`config.mk`:
```
export PLATFORM = sky130hd
export DESIGN_NAME = issue_select_scheduler
export DESIGN_NICKNAME = d
export VERILOG_FILES = /design/src/rtl/issue_select_scheduler_pkg.sv /design/src/rtl/issue_select_scheduler_age_matrix_select.sv /design/src/rtl/issue_select_scheduler.sv
export SDC_FILE = /design/constraint.sdc
export NUM_CORES = 1
export LEC_CHECK = 0
export CAP_MARGIN = 20
export CORE_MARGIN = 1
export CORE_UTILIZATION = 35
export DETAILED_ROUTE_END_ITERATION = 8
export PLACE_DENSITY = 0.59
export SYNTH_ARGS = -nofsm -noshare
export SYNTH_HDL_FRONTEND = slang
export SYNTH_SLANG_ARGS = --single-unit
```
`constraint.sdc`:
```
create_clock -name clk -period 5.8 [get_ports clk]
set_input_delay 1.16 -clock clk [delete_from_list [all_inputs] [get_ports clk]]
set_output_delay 1.16 -clock clk [all_outputs]
set_load 0.01 [all_outputs]
```
`src/rtl/issue_select_scheduler_pkg.sv`:
```
// Shared definitions for the issue/select scheduler.
//
// Contents:
//   PRF_W_DEF / OP_W_DEF : default physical-register tag and opcode widths
//   entry_t              : one reservation-station record (valid, opcode,
//                          two source tags with ready bits, destination tag)
package issue_select_scheduler_pkg;

  localparam int PRF_W_DEF = 6;
  localparam int OP_W_DEF  = 5;

  typedef struct packed {
    logic                 valid;
    logic [OP_W_DEF-1:0]  opcode;
    logic [PRF_W_DEF-1:0] src1_prf;
    logic                 src1_rdy;
    logic [PRF_W_DEF-1:0] src2_prf;
    logic                 src2_rdy;
    logic [PRF_W_DEF-1:0] dest_prf;
  } entry_t;

endpackage

```
`src/rtl/issue_select_scheduler_age_matrix_select.sv`:
```
// Oldest-first selection over an age matrix.
//
// Ports:
//   eligible_i  [DEPTH]        entries that may issue this cycle
//   age_i       [DEPTH*DEPTH]  age_i[j*DEPTH+i] = 1 when entry j is older than i
//   grant_o     [DEPTH]        one-hot grant of the oldest eligible entry
//   any_grant_o                at least one entry is eligible
module age_matrix_select #(
  parameter int DEPTH = 8
) (
  input  logic [DEPTH-1:0]       eligible_i,
  input  logic [DEPTH*DEPTH-1:0] age_i,
  output logic [DEPTH-1:0]       grant_o,
  output logic                   any_grant_o
);

  logic [DEPTH-1:0] blocked;

  // An eligible entry wins unless some other eligible entry is older than it.
  // Ages among valid entries form a total order, so exactly one entry wins.
  always_comb begin
    blocked = '0;
    grant_o = '0;
    for (int i = 0; i < DEPTH; i++) begin
      for (int j = 0; j < DEPTH; j++) begin
        if ((j != i) && eligible_i[j] && age_i[j*DEPTH+i]) begin
          blocked[i] = 1'b1;
        end
      end
      grant_o[i] = eligible_i[i] && !blocked[i];
    end
  end

  assign any_grant_o = |eligible_i;

endmodule

```
`src/rtl/issue_select_scheduler.sv`:
```
// Out-of-order issue scheduler: a DEPTH-entry reservation station with CDB
// wakeup, age-matrix oldest-first select and a registered issue port.
//
// Ports:
//   clk, reset (async, active low), flush (sync squash)
//   disp_*      dispatch request / payload, disp_ready back-pressure
//   cdb_valid, cdb_tag   result broadcast used for operand wakeup
//   issue_*     registered instruction to the functional unit (valid/ready)
//   occupancy   number of valid entries, not counting the output register
module issue_select_scheduler
  import issue_select_scheduler_pkg::*;
#(
  parameter int DEPTH = 8,
  parameter int PRF_W = PRF_W_DEF,
  parameter int OP_W  = OP_W_DEF
) (
  input  logic                     clk,
  input  logic                     reset,
  input  logic                     flush,
  input  logic                     disp_valid,
  output logic                     disp_ready,
  input  logic [OP_W-1:0]          disp_opcode,
  input  logic [PRF_W-1:0]         disp_src1_prf,
  input  logic [PRF_W-1:0]         disp_src2_prf,
  input  logic [PRF_W-1:0]         disp_dest_prf,
  input  logic                     disp_src1_ready,
  input  logic                     disp_src2_ready,
  input  logic                     cdb_valid,
  input  logic [PRF_W-1:0]         cdb_tag,
  output logic                     issue_valid,
  input  logic                     issue_ready,
  output logic [OP_W-1:0]          issue_opcode,
  output logic [PRF_W-1:0]         issue_src1_prf,
  output logic [PRF_W-1:0]         issue_src2_prf,
  output logic [PRF_W-1:0]         issue_dest_prf,
  output logic [$clog2(DEPTH):0]   occupancy
);

  localparam int IDX_W = $clog2(DEPTH);
  localparam int CNT_W = IDX_W + 1;

  // Entry control state
  logic [DEPTH-1:0]       valid_q, valid_d;
  logic [DEPTH-1:0]       rdy1_q, rdy1_d;
  logic [DEPTH-1:0]       rdy2_q, rdy2_d;
  logic [DEPTH*DEPTH-1:0] age_q, age_d;

  // Entry payload (not reset: only meaningful while valid)
  logic [OP_W-1:0]  opcode_q [DEPTH];
  logic [OP_W-1:0]  opcode_d [DEPTH];
  logic [PRF_W-1:0] src1_q   [DEPTH];
  logic [PRF_W-1:0] src1_d   [DEPTH];
  logic [PRF_W-1:0] src2_q   [DEPTH];
  logic [PRF_W-1:0] src2_d   [DEPTH];
  logic [PRF_W-1:0] dest_q   [DEPTH];
  logic [PRF_W-1:0] dest_d   [DEPTH];

  // Output register
  logic             issue_valid_q, issue_valid_d;
  logic [OP_W-1:0]  issue_opcode_q, issue_opcode_d;
  logic [PRF_W-1:0] issue_src1_q, issue_src1_d;
  logic [PRF_W-1:0] issue_src2_q, issue_src2_d;
  logic [PRF_W-1:0] issue_dest_q, issue_dest_d;

  // Combinational helpers
  logic [DEPTH-1:0] hit1, hit2, eligible, grant;
  logic             any_grant;
  logic [CNT_W-1:0] occ;
  logic [IDX_W-1:0] free_idx, sel_idx;
  logic             disp_fire, load_out, disp_hit1, disp_hit2;

  // Per-entry wakeup compare; a CDB match counts as ready in the same cycle
  always_comb begin
    for (int i = 0; i < DEPTH; i++) begin
      hit1[i] = cdb_valid && (cdb_tag == src1_q[i]);
      hit2[i] = cdb_valid && (cdb_tag == src2_q[i]);
    end
  end

  assign eligible = valid_q & (rdy1_q | hit1) & (rdy2_q | hit2);

  age_matrix_select #(
    .DEPTH (DEPTH)
  ) u_select (
    .eligible_i  (eligible),
    .age_i       (age_q),
    .grant_o     (grant),
    .any_grant_o (any_grant)
  );

  always_comb begin
    sel_idx = '0;
    for (int i = 0; i < DEPTH; i++) begin
      if (grant[i]) begin
        sel_idx = IDX_W'(i);
      end
    end
  end

  always_comb begin
    occ = '0;
    for (int i = 0; i < DEPTH; i++) begin
      occ = occ + CNT_W'(valid_q[i]);
    end
  end

  // Lowest-index invalid entry; scanning downward leaves the lowest one
  always_comb begin
    free_idx = '0;
    for (int i = DEPTH - 1; i >= 0; i--) begin
      if (!valid_q[i]) begin
        free_idx = IDX_W'(i);
      end
    end
  end

  // An entry being selected this cycle is still counted as occupied
  assign disp_ready = (occ < CNT_W'(DEPTH));
  assign disp_fire  = disp_valid && disp_ready;
  assign load_out   = !issue_valid_q || issue_ready;
  assign disp_hit1  = cdb_valid && (cdb_tag == disp_src1_prf);
  assign disp_hit2  = cdb_valid && (cdb_tag == disp_src2_prf);

  always_comb begin
    valid_d        = valid_q;
    rdy1_d         = rdy1_q;
    rdy2_d         = rdy2_q;
    age_d          = age_q;
    opcode_d       = opcode_q;
    src1_d         = src1_q;
    src2_d         = src2_q;
    dest_d         = dest_q;
    issue_valid_d  = issue_valid_q;
    issue_opcode_d = issue_opcode_q;
    issue_src1_d   = issue_src1_q;
    issue_src2_d   = issue_src2_q;
    issue_dest_d   = issue_dest_q;

    if (flush) begin
      valid_d        = '0;
      issue_valid_d  = 1'b0;
      issue_opcode_d = '0;
      issue_src1_d   = '0;
      issue_src2_d   = '0;
      issue_dest_d   = '0;
    end else begin
      rdy1_d = rdy1_q | (hit1 & valid_q);
      rdy2_d = rdy2_q | (hit2 & valid_q);

      if (load_out) begin
        valid_d        = valid_d & ~grant;
        issue_valid_d  = any_grant;
        issue_opcode_d = any_grant ? opcode_q[sel_idx] : '0;
        issue_src1_d   = any_grant ? src1_q[sel_idx]   : '0;
        issue_src2_d   = any_grant ? src2_q[sel_idx]   : '0;
        issue_dest_d   = any_grant ? dest_q[sel_idx]   : '0;
      end

      // The free slot is never the granted slot, so both updates coexist.
      // New entry: older than nobody (row cleared), younger than every
      // currently valid entry (column copied from valid_q).
      if (disp_fire) begin
        valid_d[free_idx]  = 1'b1;
        rdy1_d[free_idx]   = disp_src1_ready || disp_hit1;
        rdy2_d[free_idx]   = disp_src2_ready || disp_hit2;
        opcode_d[free_idx] = disp_opcode;
        src1_d[free_idx]   = disp_src1_prf;
        src2_d[free_idx]   = disp_src2_prf;
        dest_d[free_idx]   = disp_dest_prf;
        for (int j = 0; j < DEPTH; j++) begin
          age_d[int'(free_idx)*DEPTH+j] = 1'b0;
          age_d[j*DEPTH+int'(free_idx)] = valid_q[j];
        end
      end
    end
  end

  always_ff @(posedge clk or negedge reset) begin
    if (!reset) begin
      valid_q        <= '0;
      rdy1_q         <= '0;
      rdy2_q         <= '0;
      age_q          <= '0;
      issue_valid_q  <= 1'b0;
      issue_opcode_q <= '0;
      issue_src1_q   <= '0;
      issue_src2_q   <= '0;
      issue_dest_q   <= '0;
    end else begin
      valid_q        <= valid_d;
      rdy1_q         <= rdy1_d;
      rdy2_q         <= rdy2_d;
      age_q          <= age_d;
      issue_valid_q  <= issue_valid_d;
      issue_opcode_q <= issue_opcode_d;
      issue_src1_q   <= issue_src1_d;
      issue_src2_q   <= issue_src2_d;
      issue_dest_q   <= issue_dest_d;
    end
  end

  always_ff @(posedge clk) begin
    opcode_q <= opcode_d;
    src1_q   <= src1_d;
    src2_q   <= src2_d;
    dest_q   <= dest_d;
  end

  assign issue_valid    = issue_valid_q;
  assign issue_opcode   = issue_opcode_q;
  assign issue_src1_prf = issue_src1_q;
  assign issue_src2_prf = issue_src2_q;
  assign issue_dest_prf = issue_dest_q;
  assign occupancy      = occ;

endmodule

```
==> qor.csv <==
metric;value;unit
cts.sinks;288;
yosysTopAreaCellShare;40.3;%
rsz0062_at_grt;false;
grt_pass1_wl;64.8;mm
r2r-start;valid_q[0];
cts_tree;built;
die_x;200;um
seqCellArea;8130;um^2
clk_pin_slew_worst_paths;0.06;ns
finalSetupTns;0;ns
mostFrequentLayoutCell;edfxtp_1;
drc;0;
cp-end-kind;primary output;
synth_edf_count;184;
crit_arrival;3.92;ns
p_leak;0.00603;uW
r2r_slack;1.22;ns
drv_slew;0;
hp-class;reg -> reg;
nFillCells;3642;
yosys-top-cells-area;edfxtp_1 (40%), dfrtp_1 (19%), nand2_1 (4.2%), xor2_1 (3.7%), xnor2_1 (3.3%);
synth_area;13700;um^2
synth_ff_type;edfxtp_1;
cts_max_level;1;
rr_endpoint;age_q[61];
fmax;0.197;GHz
cts_root_buf;clkbuf_16;
via_per_inst;5.63;
gp_congestion;0.959;
pin_count;66;
start_kind;flop;
ys_warn_count;0;
post_route_cells_drive_above_1_share;9.69;%
grtUsageTotal;22.3;%
first_pass_iters;5;
required;4.64;ns
diodes;0;
slew_headroom;32.5;%
worst_pin_slew;1.01;ns
skew;0.0158;ns
hold_viol_final;0;
rows;72;
dpl_cell_area;15100;um^2
dieArea;40000;um^2
nets;1309;
yosysUniqueCellTypes;60;
outcome;complete, no violations;
grt_overflow_total;0;
clockBufferDepth;3;
initial_core_util;35.5;%
chipHeight;200;um
drt_wl_total;43.5;mm
grt_max_degree;93;
setup_viol;0;
fin_crit_sh;87.5;%
maxCapViolations;0;
worstPathMaxFanout;3;
avgSynthCellArea;11.4;um^2
syn_to_final_growth;17.8;%
ir_drop;0.248;mV
synth_top_area_cell;edfxtp_1;
startpoint;valid_q[0];
multi_input_area;5170;um^2
worstSetupPathType;reg -> out;
port_buffers;65;
postSynthCellCount;1202;
r2r_cells;15;
layout_common_cells;edfxtp_1 (184), nand2_1 (152), dfrtp_1 (104);
crit_end;occupancy[2];
drtAntennaViolNets;0;
antenna_found_initial;1;
p_per_area;297;nW/um^2
design_area;16100;um^2
post_cts_resized;0;
post_cts_buffers;0;
hold_buffers;0;
synth_nets;1246;
synth_seq_area_share;59.3;%
wire_per_inst;24.0;um
ys_seq_elements;288;
vias;10200;
grt_pass1_vias;10200;
clk_latency;0.60;ns
dp_hpwl;27.1;mm
drt_iter0_drc;1058;
numCtsBuffers;31;
core;38600;um^2
layout_min_cycle_time;5.08;ns
async_reset_ff_share;36.1;%
logic make-up (layout without fill, tap and decap cells):
group           after synthesis  count (layout)  synth area share, %
buf+inv                     103             191                 3.61
mux                           3               3                0.219
flops                       288             288                 59.3
simple gates                409             409                 14.2
xor+xnor                    109             109                 6.96
fa+ha+maj                     7               7                0.858
compound gates              283             283                 14.8
worst max-delay path, stage by stage (launching register included):
cell and delay (ns):
dfrtp_1 0.42, fa_1 0.55, inv_1 0.05, fa_1 0.45
fa_1 0.50, inv_1 0.04, ha_1 0.20, fa_1 0.44
xor2_1 0.13, clkdlybuf4s50_1 0.54
state kept, by name, summed over array words and instances, names as in the netlist:
| signal | count |
|---|---|
| issue_dest_prf | 6 |
| rdy2_q | 8 |
| rdy1_q | 8 |
| issue_opcode | 5 |
| issue_src1_prf | 6 |
| issue_valid | 1 |
| valid_q | 8 |
| src1_q | 48 |
| age_q | 56 |
| src2_q | 48 |
| issue_src2_prf | 6 |
| opcode_q | 40 |
| dest_q | 48 |
how the worst min path moves through the flow:
stage,cells past startpoint,slack [ns],endpoint,from
6_report,1,0.49,age_q[37],age_q[37]
5_1_grt,1,0.50,age_q[37],age_q[37]
4_1_cts,1,0.49,age_q[37],age_q[37]
3_5_place_dp,1,0.48,age_q[37],age_q[37]
3_3_place_gp,2,0.48,age_q[7],age_q[7]
2_1_floorplan,2,0.44,age_q[26],age_q[26]
through the flow:
step / cells / worst slack (ns) / power (uW) / hold slack [ns] / util, %
detailed placement: 1750 / 0.593 / 2800 / 0.475 / 39.1
global route: 1808 / 0.590 / 4950 / 0.502 / 41.8
global placement: 1750 / 0.542 / 2790 / 0.475 / 39.1
finish: 1808 / 0.724 / 4800 / 0.487 / 41.8
floorplan: 1202 / 0.945 / 2570 / 0.440 / -
CTS: 1808 / 0.687 / 4820 / 0.489 / 41.8
layer usage:
| layer | GRT usage, % | wire length [um] | up-vias |
|---|---|---|---|
| li1 | - | - | 4525 |
| met2 | 35.1 | 19700 | 469 |
| met5 | 0 | 17 | - |
| met4 | 7.52 | 1260 | 2 |
| met3 | 4.02 | 3160 | 93 |
| met1 | 30.9 | 19300 | 5086 |
where the power goes:
part	switching [uW]	total [uW]	leakage (uW)	internal (uW)
clock	857	2030	0.000506	1180
combinational	279	448	0.00245	169
sequential	52.2	2320	0.00307	2260
total	1190	4800	0.00603	3610
synthesized netlist by cell type (all sizes together), types with 2 or more instances:
| cell | instances |
|---|---|
| o31ai | 5 |
| nor4 | 12 |
| a31o | 7 |
| nor2b | 2 |
| o2111ai | 2 |
| a32oi | 23 |
| and2 | 8 |
| a221oi | 27 |
| and3 | 7 |
| ha | 3 |
| nor3 | 14 |
| o21ai | 51 |
| inv | 21 |
| a31oi | 6 |
| a22oi | 8 |
| mux2i | 3 |
| and4 | 2 |
| xor2 | 58 |
| nand2 | 152 |
| a41o | 2 |
| nand2b | 3 |
| nand3 | 53 |
| buf | 49 |
| a2111oi | 4 |
| o41ai | 3 |
| dfrtp | 104 |
| nor2 | 92 |
| nand4 | 13 |
| a22o | 12 |
| o32a | 2 |
| xnor2 | 51 |
| edfxtp | 184 |
| clkbuf | 32 |
| a211oi | 2 |
| a21boi | 4 |
| nor3b | 48 |
| o21bai | 3 |
| fa | 4 |
| o21a | 49 |
| a21oi | 66 |
| a21o | 3 |
cell type report:
| cell class | instances | share of cell area (%) |
|---|---|---|
| Inverter | 22 | 0.511 |
| Multi-Input combinational cell | 811 | 32.0 |
| Timing Repair Buffer | 111 | 6.70 |
| Sequential cell | 288 | 50.3 |
| Clock buffer | 37 | 5.01 |
| Tap cell | 518 | 4.01 |
| Clock inverter | 21 | 1.40 |
Note: power is estimated with default switching activity, not from simulation.
